[config.mk]
export PLATFORM = sky130hd
export DESIGN_NAME = column_cursor_ctrl_flat
export DESIGN_NICKNAME = d
export VERILOG_FILES = /design/src/rtl/column_cursor_ctrl_pkg.sv /design/src/rtl/column_cursor_ctrl_if.sv /design/src/rtl/column_cursor_ctrl_rising_edge_detect.sv /design/src/rtl/column_cursor_ctrl.sv /design/src/flat_wrapper.sv
export SDC_FILE = /design/constraint.sdc
export NUM_CORES = 1
export LEC_CHECK = 0
export CAP_MARGIN = 10
export CORE_UTILIZATION = 50
export DETAILED_ROUTE_END_ITERATION = 6
export GPL_TIMING_DRIVEN = 0
export PLACE_DENSITY_LB_ADDON = 0.05
export SLEW_MARGIN = 20
export SYNTH_ARGS = -nofsm -noshare
export SYNTH_HDL_FRONTEND = slang
export SYNTH_SLANG_ARGS = --single-unit
[constraint.sdc]
create_clock -name clk -period 2.5 [get_ports clk]
set_input_delay 0.5 -clock clk [delete_from_list [all_inputs] [get_ports clk]]
set_output_delay 0.5 -clock clk [all_outputs]
set_load 0.005 [all_outputs]
[src/rtl/column_cursor_ctrl_pkg.sv]
// Shared Connect4 cursor constants, FSM encodings and column wrap helpers.
package column_cursor_ctrl_pkg;

    localparam int unsigned NUM_COLS = 7;
    localparam int unsigned COL_W    = 3;

    localparam logic [COL_W-1:0] CENTER_COL = COL_W'(NUM_COLS / 2);
    localparam logic [COL_W-1:0] LAST_COL   = COL_W'(NUM_COLS - 1);

    localparam logic [1:0] ST_IDLE      = 2'd0;
    localparam logic [1:0] ST_HOLD      = 2'd1;
    localparam logic [1:0] ST_REPEAT    = 2'd2;
    localparam logic [1:0] ST_DROP_WAIT = 2'd3;

    // Next column to the right, wrapping past the last column to 0.
    function automatic logic [COL_W-1:0] col_inc(input logic [COL_W-1:0] col);
        return (col == LAST_COL) ? '0 : col + COL_W'(1);
    endfunction

    // Next column to the left, wrapping below 0 to the last column.
    function automatic logic [COL_W-1:0] col_dec(input logic [COL_W-1:0] col);
        return (col == '0) ? LAST_COL : col - COL_W'(1);
    endfunction

endpackage

[src/rtl/column_cursor_ctrl_if.sv]
// Drop request handshake between the cursor controller and the board stage.
interface column_cursor_ctrl_if;
    import column_cursor_ctrl_pkg::*;

    logic             drop_valid;
    logic [COL_W-1:0] drop_col;
    logic             drop_ready;
    logic             drop_reject;

    modport master (
        output drop_valid,
        output drop_col,
        output drop_reject,
        input  drop_ready
    );

    modport slave (
        input  drop_valid,
        input  drop_col,
        input  drop_reject,
        output drop_ready
    );

endinterface

[src/rtl/column_cursor_ctrl_rising_edge_detect.sv]
// Single-cycle pulse on the 0->1 transition of a debounced level.
module column_cursor_ctrl_rising_edge_detect (
    input  logic clk,
    input  logic rst_n,
    input  logic level,
    output logic pulse_c
);

    logic prev_q;

    // Level history, updated every cycle regardless of controller state.
    always_ff @(posedge clk or negedge rst_n) begin
        if (!rst_n) begin
            prev_q <= 1'b0;
        end else begin
            prev_q <= level;
        end
    end

    assign pulse_c = level & ~prev_q;

endmodule

[src/rtl/column_cursor_ctrl.sv]
// Cursor column control with wrap, hold auto-repeat and drop request handshake.
module column_cursor_ctrl
    import column_cursor_ctrl_pkg::*;
#(
    parameter int unsigned HOLD_DELAY    = 25_000_000,
    parameter int unsigned REPEAT_PERIOD = 10_000_000,
    parameter int unsigned CNT_W         = 25
) (
    input  logic                clk,
    input  logic                rst_n,
    input  logic                btn_left,
    input  logic                btn_right,
    input  logic                btn_drop,
    input  logic                enable,
    input  logic [NUM_COLS-1:0] column_full,
    output logic [COL_W-1:0]    cursor_col,
    column_cursor_ctrl_if.master drop_if
);

    localparam logic [CNT_W-1:0] HOLD_LAST   = CNT_W'(HOLD_DELAY - 1);
    localparam logic [CNT_W-1:0] REPEAT_LAST = CNT_W'(REPEAT_PERIOD - 1);

    logic rise_left, rise_right, rise_drop;

    logic [1:0]       state_q, state_nxt;
    logic [CNT_W-1:0] cnt_q, cnt_nxt;
    logic [COL_W-1:0] cursor_q, cursor_nxt;
    logic             held_left_q, held_left_nxt;
    logic             drop_valid_q, drop_valid_nxt;
    logic [COL_W-1:0] drop_col_q, drop_col_nxt;
    logic             drop_reject_q, drop_reject_nxt;

    logic move_left, move_right;
    logic held_lvl, opp_lvl;

    column_cursor_ctrl_rising_edge_detect u_edge_left (
        .clk(clk), .rst_n(rst_n), .level(btn_left), .pulse_c(rise_left)
    );
    column_cursor_ctrl_rising_edge_detect u_edge_right (
        .clk(clk), .rst_n(rst_n), .level(btn_right), .pulse_c(rise_right)
    );
    column_cursor_ctrl_rising_edge_detect u_edge_drop (
        .clk(clk), .rst_n(rst_n), .level(btn_drop), .pulse_c(rise_drop)
    );

    // State, counter, cursor and handshake registers.
    always_ff @(posedge clk or negedge rst_n) begin
        if (!rst_n) begin
            state_q       <= ST_IDLE;
            cnt_q         <= '0;
            cursor_q      <= CENTER_COL;
            held_left_q   <= 1'b0;
            drop_valid_q  <= 1'b0;
            drop_col_q    <= '0;
            drop_reject_q <= 1'b0;
        end else begin
            state_q       <= state_nxt;
            cnt_q         <= cnt_nxt;
            cursor_q      <= cursor_nxt;
            held_left_q   <= held_left_nxt;
            drop_valid_q  <= drop_valid_nxt;
            drop_col_q    <= drop_col_nxt;
            drop_reject_q <= drop_reject_nxt;
        end
    end

    // Next-state: drop events take priority over moves; DROP_WAIT ignores buttons.
    always_comb begin
        state_nxt       = state_q;
        cnt_nxt         = cnt_q;
        cursor_nxt      = cursor_q;
        held_left_nxt   = held_left_q;
        drop_valid_nxt  = drop_valid_q;
        drop_col_nxt    = drop_col_q;
        drop_reject_nxt = 1'b0;
        move_left       = 1'b0;
        move_right      = 1'b0;
        held_lvl        = held_left_q ? btn_left  : btn_right;
        opp_lvl         = held_left_q ? btn_right : btn_left;

        if (state_q == ST_DROP_WAIT) begin
            if (drop_if.drop_ready) begin
                drop_valid_nxt = 1'b0;
                state_nxt      = ST_IDLE;
            end
        end else if (rise_drop && enable) begin
            cnt_nxt = '0;
            if (!column_full[cursor_q]) begin
                drop_valid_nxt = 1'b1;
                drop_col_nxt   = cursor_q;
                state_nxt      = ST_DROP_WAIT;
            end else begin
                drop_reject_nxt = 1'b1;
                state_nxt       = ST_IDLE;
            end
        end else if (state_q == ST_IDLE) begin
            if (enable && (rise_left ^ rise_right)) begin
                move_left     = rise_left;
                move_right    = rise_right;
                held_left_nxt = rise_left;
                cnt_nxt       = '0;
                state_nxt     = ST_HOLD;
            end
        end else begin
            if (!held_lvl || opp_lvl || !enable) begin
                cnt_nxt   = '0;
                state_nxt = ST_IDLE;
            end else if (cnt_q == ((state_q == ST_HOLD) ? HOLD_LAST : REPEAT_LAST)) begin
                move_left  = held_left_q;
                move_right = ~held_left_q;
                cnt_nxt    = '0;
                state_nxt  = ST_REPEAT;
            end else begin
                cnt_nxt = cnt_q + CNT_W'(1);
            end
        end

        if (move_left) begin
            cursor_nxt = col_dec(cursor_q);
        end else if (move_right) begin
            cursor_nxt = col_inc(cursor_q);
        end
    end

    assign cursor_col          = cursor_q;
    assign drop_if.drop_valid  = drop_valid_q;
    assign drop_if.drop_col    = drop_col_q;
    assign drop_if.drop_reject = drop_reject_q;

endmodule

[src/flat_wrapper.sv]
// flat-port wrapper written by rule: the top's interface ports become plain ports
module column_cursor_ctrl_flat import column_cursor_ctrl_pkg::*;
#(
    parameter int unsigned HOLD_DELAY    = 25_000_000,
    parameter int unsigned REPEAT_PERIOD = 10_000_000,
    parameter int unsigned CNT_W         = 25
)
  (clk, rst_n, btn_left, btn_right, btn_drop, enable, column_full, cursor_col, drop_if_drop_valid, drop_if_drop_col, drop_if_drop_reject, drop_if_drop_ready);
  column_cursor_ctrl_if drop_if_i ();
  input  logic clk;
  input  logic rst_n;
  input  logic btn_left;
  input  logic btn_right;
  input  logic btn_drop;
  input  logic enable;
  input  logic [NUM_COLS-1:0] column_full;
  output logic [COL_W-1:0] cursor_col;
  output wire logic [$bits(drop_if_i.drop_valid)-1:0] drop_if_drop_valid;
  output wire logic [$bits(drop_if_i.drop_col)-1:0] drop_if_drop_col;
  output wire logic [$bits(drop_if_i.drop_reject)-1:0] drop_if_drop_reject;
  input wire logic [$bits(drop_if_i.drop_ready)-1:0] drop_if_drop_ready;
  assign drop_if_drop_valid = drop_if_i.drop_valid;
  assign drop_if_drop_col = drop_if_i.drop_col;
  assign drop_if_drop_reject = drop_if_i.drop_reject;
  assign drop_if_i.drop_ready = drop_if_drop_ready;
  column_cursor_ctrl #(.HOLD_DELAY(HOLD_DELAY), .REPEAT_PERIOD(REPEAT_PERIOD), .CNT_W(CNT_W)) u_core (.clk(clk), .rst_n(rst_n), .btn_left(btn_left), .btn_right(btn_right), .btn_drop(btn_drop), .enable(enable), .column_full(column_full), .cursor_col(cursor_col), .drop_if(drop_if_i));
endmodule
==> impl_metrics.yaml <==
power:
  combPwrFrac_pct: 41.5
  switchingPower_w: 0.0007616
  p_per_area_nw_per_um2: 762.2
  leakagePower_nw: 1.137
  vdd_drop_max_uv: 425.6
  pwr-share-seq_pct: 38.6
  power_w: 0.002100
  cellInternalPower_w: 0.001338
  clockPowerShare_pct: 19.9
  swShare_pct: 36.27
placed_design:
  dp_slack_ps: -419.0
  hpwl_mm: 3.374
  dp.cells: 322
  globalplace.congestion: 0.7732
  io_buffers: 21
global_routing:
  grt_use_met2_pct: 33.12
  grt_start_max_net_pins: 26
  grt_pass1_wl_mm: 8.197
  gr-total-overflow: 0
  grt_util_met3_pct: 5.087
  top_usage_layer: "met2"
  grt_use_total_pct: 21.44
  gr-usage-met1_pct: 29.67
  grt_pass1_vias: 1761
  antenna_found_initial: 0
yosys:
  ys_warn_count: 0
  synth_seq_cells: 39
  synthAdderAreaFrac_pct: 3.293
  synthTopCellsByArea: "dfrtp_1 41%, xor2_1 5.8%, nand2_1 5.6%"
  synthCells: 248
  synth-edff-count: 0
  synthMuxAreaShare_pct: 3.238
  synth_compound_area_share_pct: 13.17
  ys_seq_area_share_pct: 42.92
  syn_area_sq_um: 2280
  yosys.area.top_type: "dfrtp_1"
  synthXorXnorAreaFrac_pct: 6.915
  ys_types: 51
  synth-simple-area-share_pct: 26.67
  avgSynthCellArea_sq_um: 9.192
  synth_top_family_by_area: "simple AND/OR/NAND/NOR gates"
  synth_top_cell_area_share_pct: 40.61
  synthArstFlopShare_pct: 100.0
  syn_nets: 268
  synth_ff_type: "dfrtp_1"
layout:
  mostFrequentLayoutCell: "dfrtp_1"
  post-route-util_pct: 63.28
  n_antenna_cell: 0
  final_cell_mix: "37 x dfrtp_1, 34 x nand2_1, 27 x nor2_1"
  n_fill_cell: 388
  area.growth.synth_to_final_pct: 20.86
  fin_cells: 335
  drive_above_1_share_pct: 11.66
  final_nets: 302
worst_setup_path:
  start_kind: "input port"
  cp.required_ps: 2730
  reg2reg_to: "u_core.cnt_q[10]"
  reg2reg_from: "u_core.cnt_q[21]"
  slowest_stage: "clkdlybuf4s50_1"
  critPathMaxStageDelay_ps: 500
  r2r_slack_ps: 210
  path_cells: "clkdlybuf4s50_1, nor2b_2, xnor2_2, a2111oi_4, or2_1, and2b_1, buf_6, buf_4, nor2_1"
  path_max_fanout: 10
  endpoint_kind: "register"
  cp-startpoint: "btn_right"
  crit_type: "in2reg"
  worst-r2r-cell-count: 8
  worstPathArrival_ps: 2550
clock_network:
  clk_latency_ps: 290
  clockBufferDepth: 2
  clk_pin_slew_worst_paths_ps: 80
  cts-root-buf: "clkbuf_8"
  cts.sinks: 39
  holdBufCountCts: 0
  numCtsBuffers: 5
  cts_max_level: 2
  cts_tree: "done"
sta:
  tightest_slew_ps: 447.2
  post-route-min-period_ps: 2323
  finalClockSkew_ps: 3.874
  setup_violations: 0
  rsz0062_at_grt: "false"
  slew_headroom_pct: 70.05
  hold_slack_ps: 107.3
  setup_slack_ps: 177.2
  hold_viol: 0
  fmax_mhz: 430.5
  final_max_slew_viol_count: 0
  period_share_pct: 92.91
drt:
  wirelength_mm: 4.695
  num_vias: 1818
  first_iter_violations: 66
  dr.pass1.iters: 4
  via_per_inst: 5.427
  drtAntennaViolNets: 0
  wl_per_cell_um: 14.01
  drc_errors: 0
flow_run:
  drv_cap: 0
floorplanning:
  start_util_pct: 52.36
  top_level_ports: 22
  dieArea_sq_um: 4834
  core_region_area_sq_um: 4354
  rows: 24
  die_h_um: 69.53
  die_x_um: 69.53
hold_path:
  worstHoldPathType: "in2async"
outcome:
  outcome: "complete, no violations"
## synth_stat cells, drive strengths merged, types with 3 or more instances
cell type and number:
dfrtp 37, nand2 34, nor2 28, o21ai 20, xor2 15, nand3 14
nand2b 10, inv 8, ha 6, a21oi 5, and3 5, nor3 5
o31ai 5, buf 4, clkbuf 4, mux2i 4, nor4 4, nand4 3
nor2b 3, nor4b 3, xnor2 3
## cells by family after synthesis
group | count (synthesis)
simple gates | 120
compound gates | 43
flops | 39
xor+xnor | 18
buf+inv | 16
mux | 6
fa+ha+maj | 6
## power groups by stage
stage | Combinational (W) | Clock (W) | Sequential [W]
2_1_floorplan | 0.000554 | 0 | 0.000810
3_3_place_gp | 0.000822 | 0 | 0.000821
3_5_place_dp | 0.000836 | 0 | 0.000822
4_1_cts | 0.000874 | 0.000427 | 0.000813
5_1_grt | 0.000981 | 0.000449 | 0.000827
6_report | 0.000871 | 0.000418 | 0.000811
## timing repair
item,4_1_cts,5_1_grt
gates cloned,0,0
setup buffers,3,2
pin swaps,2,2
endpoints found under the setup margin,21,25
endpoints found under the hold margin,0,0
gates resized for setup,3,9
## registers in the layout, summed over array words and instances (netlist names)
| signal | cells |
|---|---|
| u_core.cnt_q | 25 |
| u_core.held_left_q | 1 |
| u_core.drop_if.drop_reject | 1 |
| u_core.cursor_col | 3 |
| u_core.drop_if.drop_col | 3 |
| u_core.u_edge_right.prev_q | 1 |
| u_core.u_edge_left.prev_q | 1 |
| u_core.state_q | 2 |
| u_core.drop_if.drop_valid | 1 |
| u_core.u_edge_drop.prev_q | 1 |
## final cells by class
cell class / instances / area, sq um / share of cell area (%)
multi-input cells: 193 / 1280 / 46.46
flip-flops and latches: 39 / 978.4 / 35.51
repair buffers: 27 / 262.8 / 9.537
clock buffers: 7 / 76.32 / 2.770
well taps: 52 / 65.06 / 2.361
plain buffers: 8 / 57.56 / 2.089
inverters: 8 / 30.03 / 1.090
clock inverters: 1 / 5.005 / 0.1817
## worst max-delay path: cells and delay by family
kind | cells | cell delay [ps]
AND/OR/NAND/NOR | 4 | 800
XOR/XNOR | 1 | 110
buffers and inverters | 3 | 820
AO/OA/AOI/OAI | 1 | 320
## metal layers
layer,part of all wire (%),wire length [um],vias up
met5,0,0,-
met4,1.4,68,0
met3,3.7,173,6
met2,46,2142,27
met1,49,2311,861
li1,-,-,924
## metrics by stage
step	setup TNS, ps	instance area [sq um]
floorplan	0	2280
global placement	-12730	2555
detailed placement	-9783	2570
CTS	0	2704
global route	0	2755
finish	0	2755
## worst max-delay path by stage
stage	endpoint	depth (start not counted)	slack, ps
floorplan	u_core.state_q[0]	8	260
global placement	u_core.cnt_q[18]	9	-420
detailed placement	u_core.cnt_q[13]	9	-420
CTS	u_core.cnt_q[11]	9	10
global route	u_core.cnt_q[16]	9	3
finish	u_core.cnt_q[10]	9	180
Power figures use the tool's default switching activity.
